File: src/rtl/uart_tx.sv
// uart_tx: UART transmitter sending a start bit, DATA_BITS data bits LSB first, an optional even parity bit and the stop bit(s).
// Define UART_TX_TWO_STOP_EN for two stop bits; otherwise one stop bit is sent.
module uart_tx #(
   parameter int BAUD_DIV      = 434,
   parameter int DATA_BITS     = 8,
   parameter int ENABLE_PARITY = 1
) (
   input  logic                 clk,
   input  logic                 rst,
   input  logic [DATA_BITS-1:0] data_in,
   input  logic                 valid,
   output logic                 ready,
   output logic                 tx,
   output logic                 busy,
   output logic                 done
);
`ifdef UART_TX_TWO_STOP_EN
   localparam int STOP_BITS = 2;
`else
   localparam int STOP_BITS = 1;
`endif
   typedef enum logic [2:0] {IDLE, START, DATA, PARITY, STOP} state_t;
   state_t               state_q;
   logic [15:0]          baud_q;
   logic [3:0]           bit_q;
   logic [DATA_BITS-1:0] shift_q;
   logic                 par_q, tx_q, tx_d, ready_q, busy_q, done_q, bit_end;
   assign bit_end = baud_q == 16'(BAUD_DIV - 1);
   // The line is the state's level delayed by one register, so tx falls on the edge after accept.
   always_comb tx_d = state_q == START ? 1'b0 : state_q == DATA ? shift_q[0] : state_q == PARITY ? par_q : 1'b1;
   always_ff @(posedge clk) begin
      if (rst) begin
         state_q <= IDLE;
         baud_q  <= '0;
         bit_q   <= '0;
         shift_q <= '0;
         par_q   <= 1'b0;
         tx_q    <= 1'b1;
         ready_q <= 1'b1;
         busy_q  <= 1'b0;
         done_q  <= 1'b0;
      end else begin
         done_q <= 1'b0;
         tx_q   <= tx_d;
         baud_q <= (state_q == IDLE || bit_end) ? '0 : baud_q + 16'd1;
         case (state_q)
            IDLE: if (valid && ready_q) begin
               shift_q <= data_in;
               par_q   <= ^data_in;
               state_q <= START;
               ready_q <= 1'b0;
               busy_q  <= 1'b1;
            end
            START: if (bit_end) state_q <= DATA;
            DATA: if (bit_end) begin
               shift_q <= shift_q >> 1;
               bit_q   <= bit_q == 4'(DATA_BITS - 1) ? '0 : bit_q + 4'd1;
               if (bit_q == 4'(DATA_BITS - 1)) state_q <= ENABLE_PARITY != 0 ? PARITY : STOP;
            end
            PARITY: if (bit_end) state_q <= STOP;
            STOP: if (bit_end) begin
               bit_q <= bit_q == 4'(STOP_BITS - 1) ? '0 : bit_q + 4'd1;
               if (bit_q == 4'(STOP_BITS - 1)) begin
                  state_q <= IDLE;
                  ready_q <= 1'b1;
                  busy_q  <= 1'b0;
                  done_q  <= 1'b1;
               end
            end
            default: state_q <= IDLE;
         endcase
      end
   end
   assign tx    = tx_q;
   assign ready = ready_q;
   assign busy  = busy_q;
   assign done  = done_q;
endmodule

File: config.mk
export PLATFORM = sky130hd
export DESIGN_NAME = uart_tx
export DESIGN_NICKNAME = d
export VERILOG_FILES = /design/src/rtl/uart_tx.sv
export SDC_FILE = /design/constraint.sdc
export NUM_CORES = 1
export LEC_CHECK = 0
export ABC_AREA = 1
export CORE_MARGIN = 1.5
export CORE_UTILIZATION = 58
export CTS_CLUSTER_SIZE = 20
export DETAILED_ROUTE_END_ITERATION = 8
export GPL_TIMING_DRIVEN = 0
export PLACE_DENSITY = 0.79
export SYNTH_ARGS = -nofsm -noshare
export SYNTH_HDL_FRONTEND = slang
export SYNTH_SLANG_ARGS = --single-unit
File: constraint.sdc
create_clock -name clk -period 3.4 [get_ports clk]
set_input_delay 0.68 -clock clk [delete_from_list [all_inputs] [get_ports clk]]
set_output_delay 0.68 -clock clk [all_outputs]
set_load 0.05 [all_outputs]
# Word-level counts from Yosys, hierarchy flattened
# Cells that the tools add are included.
# Widths: inputs -> output; s select.
[word_totals]
register_bits = 36
input_bits = 11
output_inout_bits = 4
wordCells = 69
[op_classes]
add_sub_neg = 2
n_eq_ne = 13
n_mux = 28
bitwise = 2
n_reduce_logical = 15
[op_table]
columns = ["op", "count"]
rows = [
  ["$mux 3", 7],
  ["$add 16x1->16 const B", 1],
  ["$eq 16x9->1 const B", 1],
  ["$mux 4", 4],
  ["$mux 8", 2],
  ["$pmux 8 s2", 1],
  ["$pmux 3 s5", 1],
  ["$mux 1", 10],
  ["$ne 2x2->1 const B", 5],
  ["$pmux 4 s2", 1],
  ["$reduce_xor 8->1", 1],
  ["$reduce_and 7->1", 1],
  ["$eq 3x2->1 const B", 2],
  ["$reduce_and 3->1", 2],
  ["$reduce_bool 2->1", 3],
  ["$add 4x1->4 const B", 1],
  ["$eq 4x3->1 const B", 1],
  ["$logic_not 4->1", 1],
  ["$ne 2x1->1 const B", 2],
  ["$pmux 1 s2", 2],
  ["$reduce_and 4->1", 1],
  ["$eq 3x1->1 const B", 1],
  ["$eq 3x3->1 const B", 1],
  ["$logic_not 3->1", 1],
  ["6 further kinds", 7],
]

# Depth between registers and ports, before layout
[logic_depth]
depth_word = 4
mapped_depth = 11

# Worst setup path after synthesis
# OpenSTA, ideal clock, no wires.
[synth_path]
path_type = "register -> register"
startpoint = "register baud_q[0]"
endpoint = "register shift_q[0]"
setup_time_ns = 0.116
arrival_ns = 1.269
required_time_ns = 3.284
slack_ns = 2.015
stages_incl_launch_ff = 11
n_path_buf = 0
cell_sequence = "dfxtp_1 > ha_1 > nand3_1 > nor2_4 > nand2_4 > inv_2 > nand2_2 > nand2_4 > inv_4 > nor2_1 > nor2_1"
[synth_via]
elab_chain_len = 3
[synth_rtl]
columns = ["element", "line_no", "text"]
rows = [
  ["start, declared", "24", "logic [15:0] baud_q;"],
  ["start signal, assigned", "45", "baud_q <= (state_q == IDLE || bit_end) ? '0 : baud_q + 16'd1;"],
  ["$eq 16x9->1", "28", "assign bit_end = baud_q == 16'(BAUD_DIV - 1);"],
  ["$ne 2x2->1 (no line)", "--", ""],
  ["$reduce_and 3->1 (no line)", "--", ""],
  ["end signal, assigned", "48", "shift_q <= data_in;"],
  ["end signal, assigned", "56", "shift_q <= shift_q >> 1;"],
  ["end, declared", "26", "logic [DATA_BITS-1:0] shift_q;"],
]
# Every way passes these cells.
# A chain may end at the register's enable or synchronous reset.

# Final worst setup path
[layout_path]
startpoint = "register ready_q (netlist: ready)"
endpoint = "output ready"
[layout_rtl]
columns = ["element", "line_no", "text"]
rows = [
  ["start, declared", "27", "logic par_q, tx_q, tx_d, ready_q, busy_q, done_q, bit_end;"],
  ["start signal, assigned", "39", "ready_q <= 1'b1;"],
  ["start signal, assigned", "51", "ready_q <= 1'b0;"],
  ["start signal, assigned", "65", "ready_q <= 1'b1;"],
  ["end, declared", "12", "output logic ready,"],
]
# No word-level cell between the ends.

==> flow_metrics.py <==
metrics = {
    "run_status": {
        "status": "finished clean",
    },
    "layout": {
        "fill_cells": 315,
        "area_growth_syn_to_layout_pct": 13.02,
        "layout-drive-gt1-share": 0.1610,
        "diodes": 0,
        "fin_nets": 306,
        "post-route-util": 0.6825,
    },
    "setup_path": {
        "worst-r2r-setup-slack_ns": 1.84,
        "worstPathArrival_ns": 1.55,
        "startpoint_type": "flip-flop",
        "critPathBufInv": 1,
        "critical_path.max_fanout": 4,
        "endpoint": "ready",
        "crit_path_cell_trace": "clkdlybuf4s50_1",
        "critical-path-max-stage-delay_ns": 0.81,
        "critPathKind": "flip-flop to output pin",
        "slowest_stage": "clkdlybuf4s50_1",
        "setup.worst_path.end_class": "output pin",
        "startpoint": "ready",
        "cp.required_ns": 2.72,
        "cp_top_family": "buffers and inverters",
        "path_depth": 1,
        "r2r_end": "shift_q[6]",
        "r2r-start": "baud_q[0]",
        "rr_worst_depth": 10,
    },
    "cts": {
        "cts_hold_buf": 0,
        "cts-root-buf": "clkbuf_4",
        "post_cts_resized": 0,
        "insertion_delay_ns": 0.35,
        "cts_setup_buffers": 0,
        "cts_buffer_depth": 2,
        "htree_num_levels": 2,
        "cts_tree": "yes",
        "path_clk_slew_ns": 0.11,
        "cts_buffers": 5,
        "clkSinkCount": 36,
    },
    "logic_synthesis": {
        "syn_area_per_cell_um2": 7.405,
        "yosysWarnings": 0,
        "synth.distinct_cells": 34,
        "synth.ff_latch_count": 36,
        "synth_edf_count": 0,
        "syn_inst": 270,
        "synth_top_flop_cell": "dfxtp_1",
        "seq_area_frac_synth": 0.3605,
        "synthesis.nets": 285,
        "async_flop_share": 0,
        "syn_area_mm2": 0.001999,
    },
    "floorplan": {
        "initial_utilization": 0.6039,
        "core_mm2": 0.003311,
        "dieWidth_um": 61.72,
        "dieArea_mm2": 0.003809,
        "boundaryPins": 15,
        "num_rows": 21,
        "die_height_um": 61.72,
    },
    "power_and_ir_drop": {
        "p_sw_uw": 522.7,
        "p_comb_frac": 0.393,
        "p_per_area_mw_per_mm2": 577.6,
        "p_int_uw": 782.4,
        "p_sw_frac": 0.4005,
        "peakVddDrop_mv": 0.3515,
        "p_seq_frac": 0.419,
        "leakage_uw": 0.001010,
        "pwr-share-clk": 0.188,
    },
    "global_routing": {
        "track_usage": 0.2205,
        "grt_pass1_vias": 1451,
        "grt_pass1_wl_um": 6058,
        "antenna_found_initial": 0,
        "grt_max_degree": 12,
        "overflow": 0,
    },
    "detailed_routing": {
        "dr.first_iter.drc_count": 79,
        "wl_per_cell_um": 10.50,
        "ant_nets": 0,
        "drc": 0,
        "vias": 1675,
        "dr.pass1.iters": 5,
        "post_drt_via_cell_ratio": 4.956,
        "routed_wl_um": 3549,
    },
    "sta": {
        "hold_violations": 0,
        "worst_pin_slew_ns": 0.4964,
        "min_period_over_period": 0.6555,
        "clock_skew_ns": 0.01411,
        "finalSetupTns_ns": 0,
        "slew-limit-headroom": 0.6680,
        "timing.fmax_ghz": 0.4487,
        "whs_ns": 0.4574,
        "grt_setup_unrepaired": "false",
        "slew_viol_final": 0,
        "fin_crit_ns": 2.229,
        "finalSetupViolCount": 0,
    },
    "place": {
        "place.gp.congestion": 0.8651,
        "port_buffers": 14,
        "dp_hpwl_um": 2674,
    },
    "run": {
        "drv_cap": 0,
    },
    "min_path": {
        "hold_path_class": "flip-flop to flip-flop",
    },
}
-- synth_stat cells, types with 4 or more instances --
master / n / area share
nor3_1: 9 / 0.023
nor2_1: 45 / 0.084
dfxtp_1: 36 / 0.36
nor3b_2: 4 / 0.025
o21ai_0: 10 / 0.025
nand2_2: 7 / 0.022
nand3_1: 9 / 0.023
ha_1: 4 / 0.025
xnor2_1: 8 / 0.035
inv_1: 25 / 0.047
a21oi_1: 12 / 0.030
inv_2: 4 / 0.0075
nand2_1: 61 / 0.11
-- layout make-up --
type	instances	area [µm²]	area share
Multi-Input combinational cell	199	1122	0.4967
Buffer	3	27.53	0.01218
Timing Repair Buffer	14	140.1	0.06202
Sequential cell	36	720.7	0.3189
Clock inverter	1	7.507	0.003322
Clock buffer	7	55.05	0.02436
Tap cell	46	57.56	0.02547
Inverter	32	128.9	0.05703
-- worst register-to-register path, stage by stage, from the launching register on --
cell     delay, ns
dfxtp_1       0.41
ha_1          0.19
nand3_1       0.12
nor2_4        0.15
nand2_4       0.12
inv_2         0.08
nand2_2       0.05
nand2_4       0.11
inv_4         0.07
nor2_1        0.09
nor2_1        0.05
-- flip-flops by register name, indices dropped and copies added, names as in the netlist --
signal,cells
baud_q,16
shift_q,8
bit_q,4
state_q,3
busy,1
done,1
par_q,1
ready,1
tx,1
-- logic make-up (layout without fill, tap and decap cells) --
kind of cell	count (synthesis)	after routing	synth area share
buffers and inverters	35	57	0.07822
DFF	36	36	0.3604
and+or+nand+nor	152	152	0.3911
AOI/OAI and AO/OA	32	32	0.09700
xor gates and xnor gates	11	11	0.04819
adders and majority gates	4	4	0.02503
-- cell usage in the layout (no fill, tap or decap), types with 3 or more instances in the layout --
master / synthesis / layout
a21oi_1: 12 / 12
clkbuf_4: 0 / 5
clkdlybuf4s50_1: 0 / 14
dfxtp_1: 36 / 36
ha_1: 4 / 4
inv_1: 25 / 25
inv_2: 4 / 4
nand2_1: 61 / 61
nand2_2: 7 / 7
nand2_4: 3 / 3
nand3_1: 9 / 9
nand3_2: 3 / 3
nor2_1: 45 / 45
nor2_4: 3 / 3
nor3_1: 9 / 9
nor3b_2: 4 / 4
o21a_1: 3 / 3
o21ai_0: 10 / 10
xnor2_1: 8 / 8
xor2_1: 3 / 3
-- routing by layer --
metal,vias to the layer above,routed length (µm),global-route usage
met5,-,0,0
met4,0,64,0.08207
met3,6,127,0.06832
met2,29,1569,0.3383
met1,750,1787,0.2929
li1,890,-,-
-- power by group through the flow --
| stage | registers [µW] | logic [µW] | clock network, µW |
|---|---|---|---|
| detailed placement | 558 | 515 | 0 |
| global route | 557 | 576 | 272 |
| CTS | 548 | 516 | 254 |
| global placement | 556 | 506 | 0 |
| floorplan | 604 | 349 | 0 |
| finish | 547 | 512 | 245 |
-- worst min path at each step --
stage / start / endpoint / slack (ns) / depth (start not counted)
after detailed placement: busy / busy / 0.45 / 2
final: busy / busy / 0.46 / 2
after floorplan: shift_q[7] / shift_q[7] / 0.44 / 2
after CTS: busy / busy / 0.46 / 2
after global routing: busy / busy / 0.50 / 2
after global placement: busy / busy / 0.43 / 2
-- per-stage QoR --
stage	cell area [µm²]	std cells	total power [µW]	setup slack, ns
after global placement	2197	330	1061	1.322
after detailed placement	2197	330	1072	1.294
final	2260	338	1305	1.171
after global routing	2260	338	1405	1.080
after floorplan	1999	270	952.1	2.015
after CTS	2260	338	1318	1.150
Note: power is estimated with default switching activity, not from simulation.
